## src/rtl/ps2_pkg.sv

```systemverilog
// Shared types and constants for the PS/2 keyboard receiver.
package ps2_pkg;

    typedef enum logic [1:0] {
        IDLE   = 2'd0,
        DATA   = 2'd1,
        PARITY = 2'd2,
        STOP   = 2'd3
    } ps2_state_e;

    localparam logic [7:0] PS2_EXT = 8'hE0;
    localparam logic [7:0] PS2_REL = 8'hF0;

    // Bytes that carry no key meaning: pause prefix, self-test, ack, echo, resend, errors.
    localparam int NUM_DISCARD = 7;
    localparam logic [NUM_DISCARD-1:0][7:0] DISCARD_LIST = {
        8'hE1, 8'hAA, 8'hFA, 8'hEE, 8'hFE, 8'h00, 8'hFF
    };

    localparam int KEY_TOGGLE  = 10;
    localparam int KEY_PRESSED = 9;
    localparam int KEY_EXT     = 8;

    function automatic logic is_discard(input logic [7:0] b);
        logic hit;
        hit = 1'b0;
        for (int i = 0; i < NUM_DISCARD; i++) begin
            if (b == DISCARD_LIST[i]) hit = 1'b1;
        end
        return hit;
    endfunction

endpackage

```

## src/rtl/ps2_line_sync.sv

```systemverilog
// Synchronizes the raw PS/2 lines, debounces the clock and flags its falling edges.
module ps2_line_sync #(
    parameter int FILTER_LEN = 8
) (
    input  logic clk_i,
    input  logic rst_n,
    input  logic ps2_clk,
    input  logic ps2_data,
    output logic fall_strobe,
    output logic data_s
);
    localparam int CW = (FILTER_LEN > 1) ? $clog2(FILTER_LEN) : 1;

    logic          clk_meta_q, clk_sync_q;
    logic          data_meta_q, data_sync_q;
    logic          filt_q, filt_d;
    logic [CW-1:0] cnt_q, cnt_d;
    logic          fall_q, fall_d;

    // Filtered clock follows the synchronized clock only after FILTER_LEN disagreeing samples.
    always_comb begin
        filt_d = filt_q;
        cnt_d  = cnt_q;
        fall_d = 1'b0;
        if (clk_sync_q == filt_q) begin
            cnt_d = '0;
        end else if (cnt_q == CW'(FILTER_LEN - 1)) begin
            filt_d = clk_sync_q;
            cnt_d  = '0;
            fall_d = filt_q;   // old level 1 means this change is a fall
        end else begin
            cnt_d = cnt_q + 1'b1;
        end
    end

    // Synchronizer and filter state; lines idle high so everything resets to 1.
    always_ff @(posedge clk_i or negedge rst_n) begin
        if (!rst_n) begin
            clk_meta_q  <= 1'b1;
            clk_sync_q  <= 1'b1;
            data_meta_q <= 1'b1;
            data_sync_q <= 1'b1;
            filt_q      <= 1'b1;
            cnt_q       <= '0;
            fall_q      <= 1'b0;
        end else begin
            clk_meta_q  <= ps2_clk;
            clk_sync_q  <= clk_meta_q;
            data_meta_q <= ps2_data;
            data_sync_q <= data_meta_q;
            filt_q      <= filt_d;
            cnt_q       <= cnt_d;
            fall_q      <= fall_d;
        end
    end

    assign fall_strobe = fall_q;
    assign data_s      = data_sync_q;

endmodule

```

## src/rtl/ps2_key_rx.sv

```systemverilog
// PS/2 keyboard frame receiver producing a toggle-handshake key-event word.
module ps2_key_rx
    import ps2_pkg::*;
#(
    parameter int FILTER_LEN  = 8,
    parameter int TIMEOUT_CYC = 50000
) (
    input  logic        clk_i,
    input  logic        btnCpuReset,
    input  logic        ps2_clk,
    input  logic        ps2_data,
    output logic [10:0] ps2_key,
    output logic        parity_err,
    output logic        frame_err,
    output logic        busy
);
    localparam int TW = $clog2(TIMEOUT_CYC);

    logic fall;
    logic data_s;

    ps2_line_sync #(
        .FILTER_LEN (FILTER_LEN)
    ) u_line_sync (
        .clk_i       (clk_i),
        .rst_n       (btnCpuReset),
        .ps2_clk     (ps2_clk),
        .ps2_data    (ps2_data),
        .fall_strobe (fall),
        .data_s      (data_s)
    );

    ps2_state_e    state_q, state_d;
    logic [2:0]    bit_cnt_q, bit_cnt_d;
    logic [7:0]    shift_q, shift_d;
    logic          par_q, par_d;
    logic [TW-1:0] tmo_q, tmo_d;
    logic          ext_q, ext_d;
    logic          rel_q, rel_d;
    logic [10:0]   key_q, key_d;
    logic          perr_q, perr_d;
    logic          ferr_q, ferr_d;
    logic          busy_q, busy_d;

    // Frame sequencing, stop/parity check, prefix tracking and event dispatch.
    always_comb begin
        state_d   = state_q;
        bit_cnt_d = bit_cnt_q;
        shift_d   = shift_q;
        par_d     = par_q;
        ext_d     = ext_q;
        rel_d     = rel_q;
        key_d     = key_q;
        perr_d    = 1'b0;
        ferr_d    = 1'b0;
        tmo_d     = (state_q == IDLE) ? '0 : tmo_q + 1'b1;
        if (fall) tmo_d = '0;

        case (state_q)
            IDLE: begin
                if (fall) begin
                    if (!data_s) begin
                        state_d   = DATA;
                        bit_cnt_d = 3'd0;
                    end else begin
                        ferr_d = 1'b1;
                    end
                end
            end
            DATA: begin
                if (fall) begin
                    shift_d   = {data_s, shift_q[7:1]};
                    bit_cnt_d = bit_cnt_q + 3'd1;
                    if (bit_cnt_q == 3'd7) state_d = PARITY;
                end
            end
            PARITY: begin
                if (fall) begin
                    par_d   = data_s;
                    state_d = STOP;
                end
            end
            STOP: begin
                if (fall) begin
                    state_d = IDLE;
                    if (!data_s) begin
                        ferr_d = 1'b1;
                        ext_d  = 1'b0;
                        rel_d  = 1'b0;
                    end else if ((^{shift_q, par_q}) != 1'b1) begin
                        perr_d = 1'b1;
                        ext_d  = 1'b0;
                        rel_d  = 1'b0;
                    end else if (shift_q == PS2_EXT) begin
                        ext_d = 1'b1;
                    end else if (shift_q == PS2_REL) begin
                        rel_d = 1'b1;
                    end else if (is_discard(shift_q)) begin
                        ext_d = 1'b0;
                        rel_d = 1'b0;
                    end else begin
                        key_d[7:0]         = shift_q;
                        key_d[KEY_EXT]     = ext_q;
                        key_d[KEY_PRESSED] = ~rel_q;
                        key_d[KEY_TOGGLE]  = ~key_q[KEY_TOGGLE];
                        ext_d              = 1'b0;
                        rel_d              = 1'b0;
                    end
                end
            end
            default: state_d = IDLE;
        endcase

        // A fall on the terminal count wins; otherwise the stalled frame is dropped.
        if (state_q != IDLE && !fall && tmo_q == TW'(TIMEOUT_CYC - 1)) begin
            state_d = IDLE;
            ferr_d  = 1'b1;
            tmo_d   = '0;
        end

        busy_d = (state_d != IDLE);
    end

    // All receiver state and registered outputs.
    always_ff @(posedge clk_i or negedge btnCpuReset) begin
        if (!btnCpuReset) begin
            state_q   <= IDLE;
            bit_cnt_q <= '0;
            shift_q   <= '0;
            par_q     <= 1'b0;
            tmo_q     <= '0;
            ext_q     <= 1'b0;
            rel_q     <= 1'b0;
            key_q     <= '0;
            perr_q    <= 1'b0;
            ferr_q    <= 1'b0;
            busy_q    <= 1'b0;
        end else begin
            state_q   <= state_d;
            bit_cnt_q <= bit_cnt_d;
            shift_q   <= shift_d;
            par_q     <= par_d;
            tmo_q     <= tmo_d;
            ext_q     <= ext_d;
            rel_q     <= rel_d;
            key_q     <= key_d;
            perr_q    <= perr_d;
            ferr_q    <= ferr_d;
            busy_q    <= busy_d;
        end
    end

    assign ps2_key    = key_q;
    assign parity_err = perr_q;
    assign frame_err  = ferr_q;
    assign busy       = busy_q;

endmodule

```

## config.mk

```make
export PLATFORM = sky130hd
export DESIGN_NAME = ps2_key_rx
export DESIGN_NICKNAME = d
export VERILOG_FILES = /design/src/rtl/ps2_pkg.sv /design/src/rtl/ps2_line_sync.sv /design/src/rtl/ps2_key_rx.sv
export SDC_FILE = /design/constraint.sdc
export NUM_CORES = 1
export LEC_CHECK = 0
export ABC_AREA = 1
export BUFFER_PORTS_ARGS = -buffer_cell sky130_fd_sc_hd__buf_2
export CORE_ASPECT_RATIO = 0.8
export CORE_MARGIN = 10
export CORE_UTILIZATION = 60
export DETAILED_ROUTE_END_ITERATION = 8
export GPL_TIMING_DRIVEN = 0
export HOLD_SLACK_MARGIN = 0.08
export PLACE_DENSITY = 0.78
export SLEW_MARGIN = 20
export SYNTH_ARGS = -nofsm -noshare
export SYNTH_HDL_FRONTEND = slang
export SYNTH_HIERARCHICAL = 1
export SYNTH_SLANG_ARGS = --single-unit
```

## constraint.sdc

```tcl
create_clock -name clk_i -period 2.3 [get_ports clk_i]
set_clock_uncertainty 0.2 [all_clocks]
set_input_delay 0.46 -clock clk_i [delete_from_list [all_inputs] [get_ports clk_i]]
set_output_delay 0.46 -clock clk_i [all_outputs]
set_load 0.01 [all_outputs]
```

==> results.yml, run 1 <==
status:
  status: "finished, final reports clean"
setup_path:
  rr_worst_depth: 10
  critPathArrivalTime_ns: 2.15
  r2r_end: "tmo_q[14]"
  crit_path_max_incr_delay_ns: 0.42
  path_cells: "inv_1 > ha_1 > inv_2 > nand2_1 > nor4_2 > nand3_1 > nand2_4 > inv_1 > o211ai_1 > inv_1"
  reg2reg_from: "state_q[0]"
  path_common_cell: "inv_1"
  start_kind: "flip-flop"
  cp_slowest_cell: "dfrtp_1"
  worstPathRequired_ns: 2.29
  crit_type: "reg2reg"
  crit_path_end_kind: "flip-flop"
  reg2reg_setup_slack_ns: 0.15
  worstPathMaxFanout: 8
worst_hold_path:
  hold_depth: 0
  min_path_type: "reg2reg"
  min_to: "u_line_sync/data_s"
  hold_start: "u_line_sync/data_meta_q"
logic_synthesis:
  synth_top_cell_by_area: "dfrtp_1"
  synthArstFlopShare_pct: 100
  syn-instance-count: 349
  synth_commonest_cells: "98 x nand2_1, 50 x dfrtp_1, 44 x inv_1"
  synthFlopType: "dfrtp_1"
  synth.area.top_cells: "dfrtp_1 44%, nand2_1 13%, inv_1 5.8%"
  synth_cell_types: 37
  synth.most_common_cell: "nand2_1"
  synth_area_um2: 2830
  synth-edff-count: 0
  avgSynthCellArea_um2: 8.10
  synth_warnings: 6
  synth-seq-area-share_pct: 48.9
  ys_seq_elements: 55
  synth_fp_nets: 362
  synth_top_area_share_pct: 44.3
power:
  cellLeakagePower_nw: 1.64
  switching_share_pct: 27.0
  clockPowerShare_pct: 31.7
  power.net_switching_w: 0.000562
  seqPwrFrac_pct: 52.3
  comb_power_share_pct: 16.0
  p_int_w: 0.00152
  ir_worst_vdd_mv: 0.467
  total_power_w: 0.00208
  powerDensity_nw_per_um2: 655
floorplan:
  num_io_pins: 18
  die-area_um2: 7870
  start_util_pct: 61.9
  num_rows: 22
  core_um2: 4570
  die_h_um: 81.4
  die_w_um: 96.7
drt:
  drtIter0Drc: 169
  wl_met1_mm: 2.78
  vias_per_cell: 5.16
  dr_wl_met2_mm: 2.36
  drc_errors: 0
  drtAntennaViolNets: 0
  firstDrtPassIters: 4
  routed_wl_mm: 5.40
  top_layer: "met4"
  drt-wirelength-per-cell_um: 12.3
  met3_length_um: 223
  vias: 2270
cts:
  clock-sinks: 55
  clockBufferDepth: 2
  root_buffer: "clkbuf_8"
  htree_levels: 2
  clk_latency_ns: 0.30
  numCtsBuffers: 5
  clk_pin_slew_worst_paths_ns: 0.09
  tritoncts: "done"
placement:
  dp.cells: 426
  hpwl_mm: 3.97
  routabilityCongestion: 0.857
  portBuffers: 17
timing:
  setup_violations: 0
  fmax_mhz: 465
  maxSlewViolCount: 0
  fin_crit_sh_pct: 93.5
  min_period_ns: 2.15
  finalHoldViolCount: 0
  relSlewSlack_pct: 55.3
  tightestPinTransition_ns: 0.671
global_route:
  overflow: 0
  grt_max_degree: 56
  grt_pass1_vias: 2102
  grtUsageTotal_pct: 13.6
  grt_pass1_wl_mm: 9.20
  antenna_found_initial: 0
finish:
  syn2layout_area_growth_pct: 12.4
  instances_no_fill: 440
  antenna_cells: 0
  nNetsFinal: 392
  layout-drive-gt1-share_pct: 16.6
flow_run:
  maxCapViolCount: 0
-- through the flow --
stage	worst slack [ns]	area, um2	hold slack (ns)	setup TNS [ns]	util, %
after floorplan	0.420	2830	-0.0356	0	-
after CTS	0.0846	3140	0.162	0	68.8
after global routing	-0.0508	3180	0.163	-0.0980	69.5
final	0.149	3180	0.160	0	69.5
after detailed placement	0.000663	2990	0.148	0	65.4
after global placement	0.0365	2990	0.146	0	65.4
-- cell usage in the layout, fill, tap and decap left out, types with 4 or more instances in the layout --
master	n
nand2_1	97
dfrtp_1	50
inv_1	43
nor2_1	29
nand3_1	22
o21ai_0	17
buf_2	16
nand4_1	11
ha_1	9
a21oi_1	8
inv_2	7
nor3_1	6
nand2_2	6
clkbuf_8	6
dfstp_2	5
nor2_2	4
buf_4	4
-- power groups by stage --
| stage | Sequential [W] | Combinational (W) | Clock, W |
|---|---|---|---|
| CTS | 0.00109 | 0.000326 | 0.000684 |
| finish | 0.00109 | 0.000333 | 0.000659 |
| floorplan | 0.00110 | 0.000224 | 0 |
| detailed placement | 0.00111 | 0.000317 | 0 |
| global route | 0.00110 | 0.000396 | 0.000726 |
| global placement | 0.00110 | 0.000307 | 0 |
-- worst max-delay path: cells and delay by family, from the launching register on --
family | cells | cell delay [ns]
simple gates | 4 | 0.62
compound gates | 1 | 0.13
fa+ha+maj | 1 | 0.25
flops | 1 | 0.42
buf+inv | 4 | 0.41
-- cell type report --
class / instances / area, um2
fill: 366 / 1390
sequential: 55 / 1380
multi-input combinational: 238 / 1230
inverter: 51 / 191
timing repair buffer: 23 / 140
clock buffer: 6 / 82.6
tap: 60 / 75.1
clock inverter: 2 / 38.8
buffer: 5 / 35.0
-- what timing repair did --
item | CTS | global route
cloned | 0 | 0
resized for setup | 1 | 3
hold endpoints to repair | 52 | 0
pin swaps | 0 | 1
setup endpoints to repair | 2 | 7
setup buffers | 0 | 3
hold buffers | 3 | 0
-- flip-flops by register name, summed over array words and instances, names as in the netlist --
name / count
rel_q: 1
u_line_sync/cnt_q: 3
bit_cnt_q: 3
frame_err: 1
ps2_key: 11
u_line_sync/data_meta_q: 1
par_q: 1
parity_err: 1
shift_q: 8
u_line_sync/clk_sync_q: 1
state_q: 2
u_line_sync/clk_meta_q: 1
u_line_sync/filt_q: 1
busy: 1
u_line_sync/data_s: 1
ext_q: 1
u_line_sync/fall_strobe: 1
tmo_q: 16
-- per-layer routing --
metal / track usage, % / vias up
met5: 0 / -
met4: 3.24 / 0
met3: 3.22 / 4
met2: 22.6 / 44
met1: 17.9 / 1045
li1: - / 1177
-- worst max path at each step --
stage	from	to	depth (start not counted)
2_1_floorplan	state_q[0]	tmo_q[14]	10
3_3_place_gp	state_q[0]	tmo_q[14]	10
3_5_place_dp	state_q[0]	tmo_q[14]	10
4_1_cts	state_q[0]	tmo_q[14]	10
5_1_grt	state_q[0]	tmo_q[12]	10
6_report	state_q[0]	tmo_q[14]	10
-- kinds of logic (layout without fill, tap and decap cells) --
family                     Yosys count  count (layout)  synth area share, %
and+or+nand+nor                    191             191                 31.4
buffers and inverters               56              87                 8.01
DFF                                 55              55                 48.9
AOI/OAI and AO/OA                   35              35                 6.77
adders and majority gates            9               9                 3.98
xor gates and xnor gates             3               3                0.930
Power figures use the tool's default switching activity.
==> run 2, diff against run 1 <==
==> constraint.sdc (replaced) <==
create_clock -name clk_i -period 2.35 [get_ports clk_i]
set_clock_uncertainty 0.2 [all_clocks]
set_input_delay 0.47 -clock clk_i [delete_from_list [all_inputs] [get_ports clk_i]]
set_output_delay 0.47 -clock clk_i [all_outputs]
set_load 0.01 [all_outputs]
==> results.yml, run 2 (same netlist as run 1, synthesis figures left out) <==
global_route:
  grt_max_degree: 56
  antenna_found_initial: 0
  overflow: 0
  grt_pass1_wl_mm: 9.18
  busiest_layer: "met2"
  met3_usage_pct: 3.22
  grt_pass1_vias: 2106
  gr-usage-met2_pct: 22.4
  use_met1_pct: 18.0
  grtUsageTotal_pct: 13.6
finish:
  largest_reg_flops: 16
  final_area_um2: 3160
  antenna_cells: 0
  regMostFlops: "tmo_q"
  syn2layout_area_growth_pct: 11.6
  nNetsFinal: 390
  nFillCells: 367
  layout.cells.most_common: "nand2_1"
  layout-drive-gt1-share_pct: 15.9
  final_cell_mix: "97 x nand2_1, 50 x dfrtp_1, 43 x inv_1"
  fin_util_pct: 69.1
status:
  status: "finished, final reports clean"
drt:
  drt-wirelength-per-cell_um: 12.3
  routed_wl_mm: 5.37
  vias_per_cell: 5.19
  drtAntennaViolNets: 0
  vias: 2272
  drc_errors: 0
  drtIter0Drc: 163
  firstDrtPassIters: 4
timing:
  setup_tns_ns: 0
  setup_violations: 0
  min_period_ns: 2.20
  tightestPinTransition_ns: 0.669
  fin_crit_sh_pct: 93.5
  maxSlewViolCount: 0
  fmax_mhz: 455
  relSlewSlack_pct: 55.4
  finalHoldViolCount: 0
power:
  ir_worst_vdd_mv: 0.459
  cellLeakagePower_nw: 1.63
  powerDensity_nw_per_um2: 646
setup_path:
  worstPathRequired_ns: 2.34
  crit_path_end_kind: "flip-flop"
  start_kind: "flip-flop"
  rr_worst_depth: 10
  critPathArrivalTime_ns: 2.19
  worstPathMaxFanout: 8
  crit_path_max_incr_delay_ns: 0.43
  crit_type: "reg2reg"
  reg2reg_from: "state_q[0]"
  cp_slowest_cell: "dfrtp_1"
  reg2reg_setup_slack_ns: 0.15
  r2r_end: "tmo_q[12]"
  path_common_cell: "inv_1"
  path_cells: "inv_1 > ha_1 > inv_2 > nand2_1 > nor4_1 > nand3_1 > nand2_4 > inv_1 > o21ai_0 > a21oi_1"
floorplan:
  die-area_um2: 7870
  num_io_pins: 18
  core_um2: 4570
  die_h_um: 81.4
  start_util_pct: 61.9
  num_rows: 22
  die_w_um: 96.7
cts:
  clk_pin_slew_worst_paths_ns: 0.09
  root_buffer: "clkbuf_8"
  clock-sinks: 55
  tritoncts: "done"
  clockBufferDepth: 2
  numCtsBuffers: 5
  htree_levels: 2
  clk_latency_ns: 0.30
placement:
  hpwl_mm: 3.97
  routabilityCongestion: 0.857
  portBuffers: 17
  place_area_um2: 2990
worst_hold_path:
  min_to: "u_line_sync/data_s"
  hold_start: "u_line_sync/data_meta_q"
  min_path_type: "reg2reg"
  hold_depth: 0
flow_run:
  maxCapViolCount: 0
run 2: cell count changes in the layout (fill, tap and decap cells not counted), sizes merged:
cell  delta
buf      -2
run 2: where the power goes:
part | switching (W) | internal, W | total, W
registers | 0.0000417 | 0.00102 | 0.00107
clock network | 0.000295 | 0.000350 | 0.000645
logic | 0.000215 | 0.000111 | 0.000326
total | 0.000551 | 0.00149 | 0.00204
run 2: what timing repair did:
action                                 in CTS  in global routing
endpoints found under the hold margin      52                  0
setup endpoints to repair                   0                  7
setup buffers                               0                  1
hold buffers                                3                  0
resized for setup                           0                  3
run 2: layout make-up:
type / instances / area (um2) / area share (%)
Buffer: 5 / 35.0 / 1.11
Clock buffer: 6 / 82.6 / 2.62
Clock inverter: 2 / 38.8 / 1.23
Inverter: 51 / 191 / 6.07
Multi-Input combinational cell: 238 / 1220 / 38.8
Sequential cell: 55 / 1380 / 43.8
Tap cell: 60 / 75.1 / 2.38
Timing Repair Buffer: 21 / 125 / 3.97
run 2: worst max-delay path by stage:
stage               slack [ns]  cells after the start         to  startpoint
floorplan                 0.47                     10  tmo_q[14]  state_q[0]
global placement          0.09                     10  tmo_q[14]  state_q[0]
detailed placement        0.05                     10  tmo_q[14]  state_q[0]
CTS                       0.02                     10  tmo_q[14]  state_q[0]
global route             -0.05                     10  tmo_q[12]  state_q[0]
finish                    0.15                     10  tmo_q[12]  state_q[0]
run 2: routing by layer:
layer  vias to the layer above  routed length [um]
li1                       1171                   -
met1                      1054                2770
met2                        43                2310
met3                         4                 247
met4                         0                  34
met5                         -                   0
run 2: metrics by stage:
step	std cells	hold slack [ns]	worst slack (ns)	total power, W
after global routing	438	0.163	-0.0509	0.00217
final	438	0.160	0.152	0.00204
after detailed placement	426	0.148	0.0507	0.00139
after global placement	426	0.146	0.0865	0.00138
after CTS	437	0.162	0.0206	0.00205
after floorplan	349	-0.0256	0.470	0.00130
run 2: critical path: cells and delay by family (launching register included):
kind / cells / cell delay, ns
and+or+nand+nor: 4 / 0.65
AOI/OAI and AO/OA: 2 / 0.19
DFF: 1 / 0.43
buffers and inverters: 3 / 0.35
adders and majority gates: 1 / 0.26
==> run 3, diff against run 2 <==
==> constraint.sdc (replaced) <==
create_clock -name clk_i -period 2.35 [get_ports clk_i]
set_clock_uncertainty 0.2 [all_clocks]
set_input_delay 0.5875 -clock clk_i [delete_from_list [all_inputs] [get_ports clk_i]]
set_output_delay 0.5875 -clock clk_i [all_outputs]
set_load 0.01 [all_outputs]
==> results.yml, run 3 (same netlist as run 1, synthesis figures left out) <==
status:
  status: "finished, final reports clean"
cts:
  clockBufferDepth: 2
  tritoncts: "done"
  numCtsBuffers: 5
  htree_levels: 2
  clk_latency_ns: 0.30
  holdBufCountCts: 0
  clock-sinks: 55
  clk_pin_slew_worst_paths_ns: 0.09
  root_buffer: "clkbuf_8"
finish:
  regMostFlops: "tmo_q"
  largest_reg_flops: 16
  antenna_cells: 0
  instances_no_fill: 435
  layout-drive-gt1-share_pct: 16.0
  syn2layout_area_growth_pct: 10.6
  layout.cells.most_common: "nand2_1"
  final_cell_mix: "97 x nand2_1, 50 x dfrtp_1, 43 x inv_1"
  nNetsFinal: 387
global_route:
  grt_pass1_wl_mm: 9.15
  grt_max_degree: 56
  grt_pass1_vias: 2098
  antenna_found_initial: 0
  overflow: 0
  grtUsageTotal_pct: 13.6
power:
  cellLeakagePower_nw: 1.62
  seqPwrFrac_pct: 52.4
  clockPowerShare_pct: 31.7
  total_power_w: 0.00203
  p_int_w: 0.00148
  comb_power_share_pct: 15.8
  ir_worst_vdd_mv: 0.457
  powerDensity_nw_per_um2: 651
  power.net_switching_w: 0.000551
  switching_share_pct: 27.1
timing:
  fin_crit_sh_pct: 93.4
  maxSlewViolCount: 0
  tightestPinTransition_ns: 0.670
  relSlewSlack_pct: 55.3
  setup_tns_ns: 0
  worst_slack_ns: 0.156
  min_period_ns: 2.19
  fmax_mhz: 456
  hold_slack_ns: 0.108
  finalHoldViolCount: 0
  setup_violations: 0
setup_path:
  cp_top_family: "simple AND/OR/NAND/NOR gates"
  reg2reg_from: "state_q[0]"
  rr_worst_depth: 10
  crit_path_end_kind: "flip-flop"
  crit_path_max_incr_delay_ns: 0.43
  crit_cells: 10
  worstPathRequired_ns: 2.35
  start_kind: "flip-flop"
  reg2reg_setup_slack_ns: 0.16
  critPathBufInv: 4
  worstPathMaxFanout: 8
  path_cells: "inv_1 > ha_1 > inv_2 > nand2_1 > nor4_1 > nand3_1 > nand2_4 > inv_1 > o211ai_1 > inv_1"
  critPathArrivalTime_ns: 2.19
  cp_slowest_cell: "dfrtp_1"
  crit_type: "reg2reg"
  r2r_end: "tmo_q[14]"
  path_common_cell: "inv_1"
drt:
  vias_per_cell: 5.21
  drtIter0Drc: 171
  drtAntennaViolNets: 0
  drt-wirelength-per-cell_um: 12.2
  routed_wl_mm: 5.33
  firstDrtPassIters: 4
  drc_errors: 0
  vias: 2268
floorplan:
  start_util_pct: 61.9
  core_um2: 4570
  num_io_pins: 18
  die_w_um: 96.7
  die_h_um: 81.4
  die-area_um2: 7870
  num_rows: 22
placement:
  hpwl_mm: 3.97
  portBuffers: 17
  dp.cells: 426
  dpl_worst_slack_ns: 0.0507
  routabilityCongestion: 0.857
worst_hold_path:
  min_path_type: "in2async"
flow_run:
  maxCapViolCount: 0
## run 3: cell types whose count changed in the layout (fill, tap and decap cells not counted)
cell | before | now
dlygate4sd3_1 | 3 | 0
## run 3: how the worst max path moves through the flow
| stage | startpoint | end | slack (ns) |
|---|---|---|---|
| after detailed placement | state_q[0] | tmo_q[14] | 0.05 |
| after global routing | state_q[0] | tmo_q[12] | -0.05 |
| after floorplan | state_q[0] | tmo_q[14] | 0.47 |
| final | state_q[0] | tmo_q[14] | 0.16 |
| after global placement | state_q[0] | tmo_q[14] | 0.09 |
| after CTS | state_q[0] | tmo_q[14] | 0.02 |
## run 3: metrics by stage
step	cell area, um2	util, %
finish	3130	68.4
CTS	3110	68.1
detailed placement	2990	65.4
floorplan	2830	-
global route	3130	68.4
global placement	2990	65.4
## run 3: area by class of cell
| type | count | area [um2] |
|---|---|---|
| Clock buffer | 6 | 82.6 |
| Buffer | 5 | 35.0 |
| Timing Repair Buffer | 18 | 95.1 |
| Inverter | 51 | 191 |
| Sequential cell | 55 | 1380 |
| Clock inverter | 2 | 38.8 |
| Fill cell | 370 | 1440 |
| Tap cell | 60 | 75.1 |
| Multi-Input combinational cell | 238 | 1220 |
## run 3: per-layer routing
layer	global-route usage (%)	share of wire, %	vias up
met5	0	0	-
met2	22.3	43	46
met1	18.0	52	1048
met4	3.38	1.1	0
met3	3.05	4.1	8
li1	-	-	1166
## run 3: power groups by stage
stage / Sequential, W / Combinational [W] / Clock, W
3_3_place_gp: 0.00108 / 0.000301 / 0
3_5_place_dp: 0.00108 / 0.000310 / 0
2_1_floorplan: 0.00108 / 0.000219 / 0
4_1_cts: 0.00107 / 0.000311 / 0.000670
5_1_grt: 0.00107 / 0.000379 / 0.000711
6_report: 0.00107 / 0.000322 / 0.000646
## run 3: timing repair
| action | CTS | global route |
|---|---|---|
| buffers inserted | 0 | 1 |
| resized for setup | 0 | 3 |
| setup endpoints to repair | 0 | 7 |
